### config.mk
export PLATFORM = sky130hd
export DESIGN_NAME = mac_tx_frame_arbiter
export DESIGN_NICKNAME = d
export VERILOG_FILES = /design/src/rtl/mac_arb_pkg.sv /design/src/rtl/axis_out_reg.sv /design/src/rtl/mac_tx_frame_arbiter.sv
export SDC_FILE = /design/constraint.sdc
export NUM_CORES = 1
export LEC_CHECK = 0
export CORE_MARGIN = 5
export CORE_UTILIZATION = 35
export DETAILED_ROUTE_END_ITERATION = 12
export GPL_TIMING_DRIVEN = 1
export SKIP_LAST_GASP = 1
export SYNTH_ARGS = -nofsm -noshare
export SYNTH_HDL_FRONTEND = slang
export SYNTH_SLANG_ARGS = --single-unit
### constraint.sdc
create_clock -name i_clk -period 1.8 [get_ports i_clk]
set_input_delay 0.18 -clock i_clk [delete_from_list [all_inputs] [get_ports i_clk]]
set_output_delay 0.18 -clock i_clk [all_outputs]
set_load 0.02 [all_outputs]
### src/rtl/mac_arb_pkg.sv
// Shared types and constants for the MAC TX frame arbiter.
package mac_arb_pkg;

    typedef enum logic [1:0] {
        ARB_IDLE,
        ARB_GNT0,
        ARB_GNT1
    } arb_state_t;

    // Source indices: 0 is the RX->TX echo path, 1 is the local frame generator.
    localparam int SRC_ECHO = 0;
    localparam int SRC_GEN  = 1;

    // One-hot grant vector presented for a given arbiter state.
    function automatic logic [1:0] grant_of(arb_state_t s);
        case (s)
            ARB_GNT0: return 2'b01;
            ARB_GNT1: return 2'b10;
            default:  return 2'b00;
        endcase
    endfunction

endpackage

### src/rtl/axis_out_reg.sv
// Single-entry AXI-Stream register slice carrying {tlast, tdata}.
// Accepts a new beat whenever it is empty or its current beat leaves
// in the same cycle, so it sustains one beat per clock.
module axis_out_reg #(
    parameter int DATA_WIDTH = 8
) (
    input  logic                i_clk,
    input  logic                i_reset_n,
    input  logic [DATA_WIDTH:0] s_beat_i,
    input  logic                s_valid_i,
    output logic                s_ready_o,
    output logic [DATA_WIDTH:0] m_beat_o,
    output logic                m_valid_o,
    input  logic                m_ready_i
);

    logic                valid_q;
    logic [DATA_WIDTH:0] beat_q;

    assign s_ready_o = !valid_q || m_ready_i;
    assign m_valid_o = valid_q;
    assign m_beat_o  = beat_q;

    // Load on upstream handshake; drop valid once the downstream takes the beat.
    always_ff @(posedge i_clk or negedge i_reset_n) begin
        if (!i_reset_n) begin
            valid_q <= 1'b0;
            beat_q  <= '0;
        end else if (s_valid_i && s_ready_o) begin
            valid_q <= 1'b1;
            beat_q  <= s_beat_i;
        end else if (m_ready_i) begin
            valid_q <= 1'b0;
        end
    end

endmodule

### src/rtl/mac_tx_frame_arbiter.sv
// Packet-granular 2:1 round-robin arbiter in front of the MAC TX FIFO.
// A grant lasts from the first beat to the tlast beat, so frames never
// interleave; the IDLE cycle between frames is where the next grant is chosen.
module mac_tx_frame_arbiter
    import mac_arb_pkg::*;
#(
    parameter int DATA_WIDTH = 8,
    parameter int CNT_WIDTH  = 16
) (
    input  logic                  i_clk,
    input  logic                  i_reset_n,
    input  logic                  i_enable,
    input  logic [DATA_WIDTH-1:0] s0_axis_tdata,
    input  logic                  s0_axis_tvalid,
    input  logic                  s0_axis_tlast,
    output logic                  s0_axis_trdy,
    input  logic [DATA_WIDTH-1:0] s1_axis_tdata,
    input  logic                  s1_axis_tvalid,
    input  logic                  s1_axis_tlast,
    output logic                  s1_axis_trdy,
    output logic [DATA_WIDTH-1:0] m_axis_tdata,
    output logic                  m_axis_tvalid,
    output logic                  m_axis_tlast,
    input  logic                  m_axis_trdy,
    output logic [1:0]            o_grant,
    output logic                  o_busy,
    output logic [CNT_WIDTH-1:0]  o_frame_cnt0,
    output logic [CNT_WIDTH-1:0]  o_frame_cnt1
);

    arb_state_t          state_q, state_d;
    logic                ptr_q, ptr_d;
    logic                pick;
    logic [1:0]          grant;
    logic [1:0]          src_valid;
    logic [1:0]          src_last;
    logic [1:0]          src_trdy;
    logic [1:0]          frame_done;
    logic                out_ready;
    logic [DATA_WIDTH:0] in_beat;
    logic [DATA_WIDTH:0] out_beat;
    logic [CNT_WIDTH-1:0] frame_cnt [2];

    assign src_valid  = {s1_axis_tvalid, s0_axis_tvalid};
    assign src_last   = {s1_axis_tlast, s0_axis_tlast};
    assign frame_done = src_valid & src_trdy & src_last;

    // State and round-robin pointer registers.
    always_ff @(posedge i_clk or negedge i_reset_n) begin
        if (!i_reset_n) begin
            state_q <= ARB_IDLE;
            ptr_q   <= 1'(SRC_ECHO);
        end else begin
            state_q <= state_d;
            ptr_q   <= ptr_d;
        end
    end

    // Next-state: choose a source in IDLE, release the grant on the tlast handshake.
    always_comb begin
        state_d = state_q;
        ptr_d   = ptr_q;
        pick    = ptr_q;
        case (state_q)
            ARB_IDLE: begin
                if (i_enable && (|src_valid)) begin
                    pick    = src_valid[ptr_q] ? ptr_q : ~ptr_q;
                    state_d = pick ? ARB_GNT1 : ARB_GNT0;
                end
            end
            ARB_GNT0: begin
                if (frame_done[SRC_ECHO]) begin
                    state_d = ARB_IDLE;
                    ptr_d   = 1'(SRC_GEN);
                end
            end
            ARB_GNT1: begin
                if (frame_done[SRC_GEN]) begin
                    state_d = ARB_IDLE;
                    ptr_d   = 1'(SRC_ECHO);
                end
            end
            default: state_d = ARB_IDLE;
        endcase
    end

    // Outputs decoded from the current state only.
    always_comb begin
        grant   = grant_of(state_q);
        o_grant = grant;
        o_busy  = (state_q != ARB_IDLE) || m_axis_tvalid;
    end

    // Per-source ready gating and frame counters.
    genvar gi;
    generate
        for (gi = 0; gi < 2; gi++) begin : g_src
            logic [CNT_WIDTH-1:0] cnt_q;

            assign src_trdy[gi]   = grant[gi] & out_ready;
            assign frame_cnt[gi]  = cnt_q;

            // Count frames completed by this source; wraps at 2**CNT_WIDTH.
            always_ff @(posedge i_clk or negedge i_reset_n) begin
                if (!i_reset_n) begin
                    cnt_q <= '0;
                end else if (frame_done[gi]) begin
                    cnt_q <= cnt_q + CNT_WIDTH'(1);
                end
            end
        end
    endgenerate

    assign s0_axis_trdy = src_trdy[SRC_ECHO];
    assign s1_axis_trdy = src_trdy[SRC_GEN];
    assign o_frame_cnt0 = frame_cnt[SRC_ECHO];
    assign o_frame_cnt1 = frame_cnt[SRC_GEN];

    // Data mux follows the grant; only the granted source can be taken.
    always_comb begin
        in_beat = grant[SRC_GEN] ? {s1_axis_tlast, s1_axis_tdata}
                                 : {s0_axis_tlast, s0_axis_tdata};
    end

    axis_out_reg #(
        .DATA_WIDTH(DATA_WIDTH)
    ) u_out_reg (
        .i_clk     (i_clk),
        .i_reset_n (i_reset_n),
        .s_beat_i  (in_beat),
        .s_valid_i (|(src_valid & grant)),
        .s_ready_o (out_ready),
        .m_beat_o  (out_beat),
        .m_valid_o (m_axis_tvalid),
        .m_ready_i (m_axis_trdy)
    );

    assign m_axis_tdata = out_beat[DATA_WIDTH-1:0];
    assign m_axis_tlast = out_beat[DATA_WIDTH];

endmodule

* Word-level counts from Yosys, hierarchy flattened
Cells that the tools add are included.
** Operators by class
- Add/sub/neg operators :: 2
- Order comparisons :: 1
- Equal/unequal tests :: 5
- Muxes and demuxes :: 15
- Bitwise logic cells :: 6
- Reductions and logical operators :: 13
** Operator list (count)
- $add A16 B1 Y16 const B :: 2
- $mux W9 :: 1
- $mux W2 :: 4
- $mux W1 :: 7
- $and A2 B2 Y2 :: 3
- $ne A2 B2 Y1 const B :: 3
- $pmux W2 S3 :: 1
- $reduce_and A3 Y1 :: 2
- $reduce_bool A2 Y1 :: 3
- $pmux W2 S2 :: 1
- $reduce_or A2 Y1 :: 2
- $and A1 B1 Y1 :: 2
- $eq A2 B1 Y1 const B :: 1
- $eq A2 B2 Y1 const B :: 1
- $logic_and A1 B1 Y1 :: 2
- $logic_not A2 Y1 :: 1
- $logic_or A1 B1 Y1 :: 2
- $lt A1 B2 Y1 const B :: 1
- $pmux W1 S2 :: 1
- $logic_not A1 Y1 :: 1
- $not A1 Y1 :: 1
** Storage, ports and cells
- Register bits after elaboration :: 45
- Bits of input ports :: 24
- Output and inout bits :: 47
- Logic and storage cells :: 48

* Depth between registers and ports, before layout
Gate-level depths: netlist of the first run.
- Depth after elaboration :: 7
- Gate-level depth with buffers :: 6
- Depth with buffers taken out :: 5

* Cells and area by module
A second synthesis of the first run with hierarchy kept.
** Second synthesis, totals
- Cells, all modules :: 193
- Area, all modules :: 2233.4 sq um
** By module, submodules not included
- mac_tx_frame_arbiter :: times used 1, cells each 171, area an instance 1808.0 sq um, seq. area each 875.8 sq um
- axis_out_reg :: times used 1, cells each 22, area an instance 425.4 sq um, seq. area each 250.2 sq um

* Least setup slack after synthesis of the first run
Ideal clock, no wire load.
- Path kind :: register -> register
- From :: register u_out_reg.valid_q, in the netlist u_out_reg.m_valid_o
- To :: register g_src[1].cnt_q[12], in the netlist o_frame_cnt1[12]
- Setup time :: 0.080 ns
- Arrival :: 1.684 ns
- Data required time :: 1.720 ns
- Slack :: 0.036 ns
- Stages on the path, launching flop included :: 7
- Path buffers :: 2
- Period minus slack after synthesis :: 1.764 ns
- Cell sequence :: dfrtp_1 nor2b_1 buf_6 or3_1 buf_6 nor4_1 xor2_1
** On the way
- Longest elaborated chain between the ends :: 5
** Ends and longest elaborated chain
- start: declaration :: line axis_out_reg.sv:17 : logic valid_q;
- start signal: assignment :: line axis_out_reg.sv:27 : valid_q <= 1'b0;
- start signal: assignment :: line axis_out_reg.sv:30 : valid_q <= 1'b1;
- start signal: assignment :: line axis_out_reg.sv:33 : valid_q <= 1'b0;
- $logic_not A1 Y1 :: line axis_out_reg.sv:20 : assign s_ready_o = !valid_q || m_ready_i;
- $logic_or A1 B1 Y1 :: line axis_out_reg.sv:20
- $and A1 B1 Y1 :: line mac_tx_frame_arbiter.sv:100 : assign src_trdy[gi] = grant[gi] & out_ready;
- $and A2 B2 Y2 (2 in series) :: line mac_tx_frame_arbiter.sv:46 : assign frame_done = src_valid & src_trdy & src_last;
- end signal: assignment :: line mac_tx_frame_arbiter.sv:108 : cnt_q <= cnt_q + CNT_WIDTH'(1);
- end: declaration :: line mac_tx_frame_arbiter.sv:98 : logic [CNT_WIDTH-1:0] cnt_q;
No other way between the ends.
A chain may end at the register's enable or synchronous reset.

* Worst setup path after layout of the first run
- From :: register u_out_reg.valid_q, in the netlist u_out_reg.m_valid_o
- To :: register g_src[1].cnt_q[13], in the netlist o_frame_cnt1[13]
Same word-level chain as after synthesis.

==> results.tsv, run 1 <==
stage	metric	value	unit
logic_synthesis	synth-seq-cells	45	
sta	tightest_slew	0.566	ns
power	max-vdd-ir-drop	0.811	mV
clock_tree	cts.sinks	45	
logic_synthesis	syn-num-nets	224	
critical_path	arrival	1.93	ns
sta	post-route-period-util	94.6	%
detailed_routing	drc	0	
floorplan	die_x	87.6	um
layout	drive_above_1_share	10.2	%
power	leakage	1.45	nW
critical_path	worstRegToRegCells	4	
global_route	grt_pass1_wl	8290	um
floorplan	boundaryPins	71	
detailed_routing	wirelength	4980	um
detailed_routing	dr.first_iter.drc_count	59	
power	power_switching	0.00134	W
logic_synthesis	netlist_area	0.00211	sq mm
power	combPwrFrac	43.3	%
global_route	grt_usage	13.7	%
logic_synthesis	postSynthCellCount	198	
sta	hold_viol_final	0	
floorplan	core.rowCount	28	
logic_synthesis	yosysWarnings	0	
logic_synthesis	synth-seq-area-share	53.4	%
detailed_routing	wl_per_cell	13.9	um
clock_tree	post_cts_buffers	0	
sta	slew_viol_final	0	
global_route	antenna_found_initial	0	
placement	gp_congestion	0.739	
detailed_routing	vias	1745	
power	sequentialPowerShare	38.4	%
critical_path	cp_max_fo	7	
placement	place_area	0.00297	sq mm
clock_tree	clk_pin_slew	0.08	ns
min_path	hp-class	reg -> reg	
logic_synthesis	avgSynthCellArea	10.7	sq um
placement	dpl.hpwl	3790	um
global_route	grt_pass1_vias	1673	
clock_tree	cts_buffers	5	
layout	finalInstanceArea	0.00308	sq mm
run	cap_violations	0	
floorplan	die_y	87.6	um
sta	period_needed	1.70	ns
global_route	overflow	0	
clock_tree	cts.htree.levels	2	
placement	dpl.cell_count	350	
power	internal_power	0.00234	W
sta	fmax	0.588	GHz
run_status	status	complete, no violations	
floorplan	start_util	35.8	%
sta	rsz0062_at_grt	true	
critical_path	startpoint_type	register	
detailed_routing	antenna_left	0	
floorplan	coreArea	0.00589	sq mm
power	swShare	36.4	%
layout	diodes	0	
power	p_clk_share	18.3	%
critical_path	end_kind	register	
clock_tree	root_buffer	clkbuf_8	
global_route	grt_max_degree	46	
critical_path	cp.required	2.03	ns
detailed_routing	first_pass_iters	4	
logic_synthesis	ys_types	33	
power	powerDensity	1200	mW/mm^2
min_path	holdPathStages	1	
layout	final_cells	359	
layout	nets	309	
critical_path	crit_type	reg -> reg	
placement	io_buffers	70	
floorplan	die_area	0.00768	sq mm
sta	slew_headroom	62.3	%
sta	skew	0.00494	ns
clock_tree	clockBufferDepth	2	
detailed_routing	via_per_inst	4.86	
clock_tree	cts_tree	built	
sta	fin_ws	0.0981	ns
clock_tree	clock_latency	0.30	ns
placement	place_ws	-0.130	ns
layout	syn_to_final_growth	46.1	%
sta	finalSetupViolations	0	
## Yosys cell counts
library cell | instances | area, sq um
nand2b_4 | 1 | 13.8
o21ai_0 | 1 | 5.00
o22ai_1 | 1 | 6.26
dfrtp_1 | 45 | 1130
clkbuf_1 | 2 | 7.51
xnor2_1 | 8 | 70.1
nand4_1 | 8 | 50.1
nor2_1 | 16 | 60.1
nand2_1 | 21 | 78.8
xor2_1 | 22 | 193
mux2i_1 | 8 | 80.1
nor2b_1 | 1 | 6.26
nor3_1 | 5 | 25.0
nor4_1 | 11 | 68.8
nor3b_1 | 1 | 7.51
buf_6 | 2 | 22.5
a21oi_1 | 10 | 50.1
or3_1 | 2 | 12.5
and2_1 | 1 | 6.26
nand4_2 | 1 | 12.5
buf_2 | 2 | 10.0
and3_1 | 2 | 12.5
ha_1 | 2 | 25.0
nor3_2 | 1 | 10.0
o211ai_1 | 2 | 15.0
and4_1 | 3 | 26.3
inv_1 | 3 | 11.3
nand3_1 | 8 | 40.0
nand3b_1 | 2 | 15.0
or4_1 | 1 | 7.51
inv_2 | 1 | 3.75
nor4_2 | 1 | 12.5
nand2b_1 | 3 | 18.8
## metrics by stage
| stage | util (%) | power, W | hold WS, ns | setup TNS [ns] |
|---|---|---|---|---|
| 2_1_floorplan | - | 0.00227 | -0.116 | 0 |
| 3_3_place_gp | 50.4 | 0.00307 | 0.313 | -0.384 |
| 3_5_place_dp | 50.4 | 0.00308 | 0.303 | -0.796 |
| 4_1_cts | 52.3 | 0.00374 | 0.472 | -0.0100 |
| 5_1_grt | 52.4 | 0.00393 | 0.505 | -0.0320 |
| 6_report | 52.4 | 0.00368 | 0.463 | 0 |
## state kept, by name, summed over array words and instances, names as in the netlist
| name | cells |
|---|---|
| state_q | 2 |
| u_out_reg.m_valid_o | 1 |
| o_frame_cnt0 | 16 |
| ptr_q | 1 |
| u_out_reg.m_beat_o | 9 |
| o_frame_cnt1 | 16 |
## worst paths after layout
| kind | start | to | slack, ns |
|---|---|---|---|
| setup / recovery | u_out_reg.m_valid_o | o_frame_cnt1[13] | 0.1 |
| hold / removal | o_frame_cnt0[15] | o_frame_cnt0[15] | 0.46 |
| setup reg to reg | u_out_reg.m_valid_o | o_frame_cnt1[13] | 0.1 |
| hold reg to reg | o_frame_cnt0[15] | o_frame_cnt0[15] | 0.46 |
| max in group asynchronous | i_reset_n | state_q[1] | 0.89 |
| min in group asynchronous | i_reset_n | o_frame_cnt0[14] | 0.49 |
## power by group through the flow
stage | clock, W | combinational [W] | sequential [W]
after floorplan | 0 | 0.000615 | 0.00166
after global placement | 0 | 0.00164 | 0.00143
after detailed placement | 0 | 0.00165 | 0.00143
after CTS | 0.000702 | 0.00162 | 0.00142
after global routing | 0.000742 | 0.00173 | 0.00145
final | 0.000674 | 0.00160 | 0.00141
## cells by family after synthesis
family | after synthesis | share of synthesized area, %
buffers and inverters | 10 | 2.61
DFF | 45 | 53.4
xor gates and xnor gates | 30 | 12.5
and+or+nand+nor | 89 | 23.0
muxes | 8 | 3.80
AOI/OAI and AO/OA | 14 | 3.62
adders and majority gates | 2 | 1.19
## layer usage
metal | up-vias | share of wire (%) | GRT usage [%] | wire length (um)
met2 | 44 | 49 | 21.9 | 2430
met3 | 9 | 5.4 | 2.54 | 267
met5 | - | 0 | 0 | 0
met4 | 0 | 1.8 | 5.02 | 90
li1 | 866 | - | - | -
met1 | 826 | 44 | 18.6 | 2200
## area by class of cell
type | count | area (sq um)
clock buffer | 7 | 96.3
clock inverter | 1 | 5.00
fill | 548 | 2800
inverter | 4 | 15.0
multi-input combinational | 143 | 931
sequential | 45 | 1130
tap | 75 | 93.8
timing repair buffer | 84 | 813
## worst max-delay path, stage by stage (launching register included)
cell and delay (ns):
dfrtp_1 0.39, nor2b_2 0.20, or4_1 0.67, nor4_2 0.22, xor2_1 0.16
## placed cells by master (no fill, tap or decap), types with 3 or more instances in the layout
master	netlist	layout
dfrtp_1	45	44
dlygate4sd2_1	0	4
and4_1	3	3
nand3_1	8	8
xor2_1	22	22
nor3_1	5	5
clkbuf_8	0	7
nor4_1	11	11
nor2_1	16	16
inv_1	3	3
clkdlybuf4s50_1	0	64
mux2i_1	8	8
buf_4	0	12
nand2_1	21	21
xnor2_1	8	8
a21oi_1	10	10
nand4_1	8	8
nand2b_1	3	3
## repair_timing
item                                    CTS  global route
endpoints found under the setup margin    5             3
hold buffers                              1             0
pin swaps                                 0             0
gates resized for setup                   6             1
hold endpoints to repair                 45             0
Note: power is estimated with default switching activity, not from simulation.
==> run 2: changes to the inputs <==
CORE_MARGIN = 2   (was 5)
HOLD_SLACK_MARGIN = 0.06   (was not set)
SYNTH_HIERARCHICAL = 1   (was not set)
==> results.tsv, run 2 <==
stage	metric	value	unit
logic_synthesis	synth_area_leaders	dfrtp_1, xnor2_1, nand2_1	
layout	diodes	0	
run_status	status	complete, no violations	
global_route	grt_pass1_vias	1734	
logic_synthesis	ys_types	33	
power	powerDensity	1220	mW/mm^2
global_route	antenna_found_initial	0	
power	leakage	1.55	nW
global_route	grt_max_degree	19	
clock_tree	cts.sinks	45	
detailed_routing	dr.first_iter.drc_count	30	
power	p_clk_share	18.5	%
logic_synthesis	syn-num-nets	219	
clock_tree	clockBufferDepth	2	
critical_path	reg2reg_from	o_frame_cnt1[0]	
power	max-vdd-ir-drop	0.661	mV
floorplan	coreArea	0.00628	sq mm
clock_tree	cts_buffers	5	
detailed_routing	wl_per_cell	12.7	um
logic_synthesis	synth-seq-cells	45	
logic_synthesis	netlist_area	0.00223	sq mm
clock_tree	cts.htree.levels	2	
logic_synthesis	netlist.area_leader.share	50.4	%
global_route	grt_usage	14.1	%
sta	slew_viol_final	0	
placement	io_buffers	70	
sta	timing.hold.ws	0.339	ns
power	fin_total_pwr	0.00395	W
sta	tightest_slew	0.397	ns
global_route	overflow	0	
critical_path	cp_cell_sequence	or3_1 -> dlygate4sd2_1	
logic_synthesis	yosysMostFrequentCell	dfrtp_1	
sta	period_needed	1.65	ns
power	sequentialPowerShare	36.8	%
layout	syn_to_final_growth	44.3	%
sta	hold_viol_final	0	
placement	gp_congestion	0.795	
power	combPwrFrac	44.7	%
power	swShare	34.8	%
detailed_routing	antenna_left	0	
clock_tree	clk_pin_slew	0.08	ns
critical_path	crit_type	reg -> out	
critical_path	critPathBufInv	1	
placement	place_ws	-0.0253	ns
detailed_routing	via_per_inst	4.64	
logic_synthesis	synthTopCellsByCount	dfrtp_1, nand2_1, xnor2_1	
floorplan	start_util	35.6	%
detailed_routing	drc	0	
logic_synthesis	synth-seq-area-share	50.4	%
clock_tree	root_buffer	clkbuf_8	
sta	slew_headroom	73.6	%
logic_synthesis	yosysWarnings	6	
critical_path	cp.required	1.62	ns
logic_synthesis	synth_edf_count	0	
layout	final_common_cell	clkdlybuf4s50_1	
floorplan	core.rowCount	29	
sta	skew	0.00604	ns
critical_path	worstRegToRegCells	5	
critical_path	cp_max_fo	9	
sta	fmax	0.607	GHz
critical_path	r2r_slack	0.23	ns
layout	final_cell_mix	clkdlybuf4s50_1, dfrtp_1, nand2_1, xnor2_1, buf_4	
global_route	grt_pass1_wl	8070	um
logic_synthesis	ys.flop_type	dfrtp_1	
logic_synthesis	async_flop_share	100	%
placement	dpl.hpwl	3600	um
critical_path	end_kind	output port	
critical_path	rr_endpoint	o_frame_cnt1[10]	
power	power_switching	0.00137	W
detailed_routing	vias	1667	
critical_path	cp_top_family	flip-flops	
sta	rsz0062_at_grt	false	
clock_tree	post_cts_buffers	0	
sta	finalSetupViolations	0	
layout	drive_above_1_share	17.0	%
floorplan	die_y	83.9	um
detailed_routing	wirelength	4560	um
detailed_routing	first_pass_iters	4	
power	internal_power	0.00257	W
critical_path	startpoint_type	register	
floorplan	die_area	0.00704	sq mm
critical_path	critPathMaxStageDelay	0.47	ns
min_path	hp-class	in -> async	
sta	fin_ws	0.152	ns
floorplan	die_x	83.9	um
logic_synthesis	avgSynthCellArea	11.6	sq um
critical_path	arrival	1.47	ns
layout	fill_cells	583	
run	cap_violations	0	
sta	post-route-period-util	91.5	%
clock_tree	cts_tree	built	
logic_synthesis	synth.largest_area_cell	dfrtp_1	
layout	nets	308	
critical_path	worst_path_max_delay_cell	dfrtp_2	
logic_synthesis	postSynthCellCount	193	
floorplan	boundaryPins	71	
clock_tree	clock_latency	0.29	ns
## run 2: per-layer routing
layer | global-route usage, % | wire [um] | vias up
li1 | - | - | 839
met1 | 19.3 | 2140 | 785
met2 | 22.4 | 2200 | 38
met3 | 3.17 | 172 | 5
met4 | 3.96 | 57 | 0
met5 | 0 | 0 | -
## run 2: kinds of logic after synthesis
group                      count (synthesis)  share of synthesized area (%)
and+or+nand+nor                           92                           25.8
AOI/OAI and AO/OA                          5                           1.74
muxes                                     11                           7.06
xor gates and xnor gates                  30                           11.8
adders and majority gates                  2                           1.12
DFF                                       45                           50.4
buffers and inverters                      8                           2.13
## run 2: repair_timing
item                                    4_1_cts  5_1_grt
gates resized for setup                       4        2
pin swaps                                     0        0
endpoints found under the setup margin        4        2
hold buffers                                  1        0
cloned                                        0        0
hold endpoints to repair                     16        0
## run 2: cell type report
| cell class | count | area, sq um | area share, % |
|---|---|---|---|
| inverters | 4 | 15.0 | 0.466 |
| repair buffers | 86 | 820 | 25.4 |
| clock buffers | 5 | 68.8 | 2.14 |
| well taps | 77 | 96.3 | 2.99 |
| flip-flops and latches | 45 | 1130 | 35.0 |
| multi-input cells | 140 | 1060 | 32.9 |
| clock inverters | 2 | 35.0 | 1.09 |
## run 2: through the flow
step	TNS (ns)	area (sq um)	utilization, %	std cells
after floorplan	0	2230	-	193
after global placement	-0.0136	3110	49.5	351
after detailed placement	-0.0253	3110	49.5	351
after CTS	-0.0540	3220	51.2	359
after global routing	0	3220	51.3	359
final	0	3220	51.3	359
## run 2: worst max-delay path by stage
stage	slack (ns)	cells after the start	from	end
floorplan	0.11	5	state_q[1]	u_out_reg/m_beat_o[0]
global placement	-0.01	5	m_axis_trdy	s0_axis_trdy
detailed placement	-0.03	5	m_axis_trdy	s0_axis_trdy
CTS	-0.05	4	state_q[1]	s1_axis_trdy
global route	0.02	5	o_frame_cnt1[0]	o_frame_cnt1[10]
finish	0.15	2	state_q[1]	o_busy
## run 2: power by group through the flow
stage                     Sequential, W  Combinational (W)  Clock [W]
final                           0.00145            0.00176   0.000730
after floorplan                 0.00164           0.000879          0
after CTS                       0.00145            0.00180   0.000759
after global placement          0.00147            0.00180          0
after global routing            0.00149            0.00191   0.000798
after detailed placement        0.00147            0.00182          0
==> run 3: changes to the inputs <==
HOLD_SLACK_MARGIN = not set   (was 0.06)
==> results of run 3 <==
The final DEF is identical to that of run 2; final timing and power are the same.
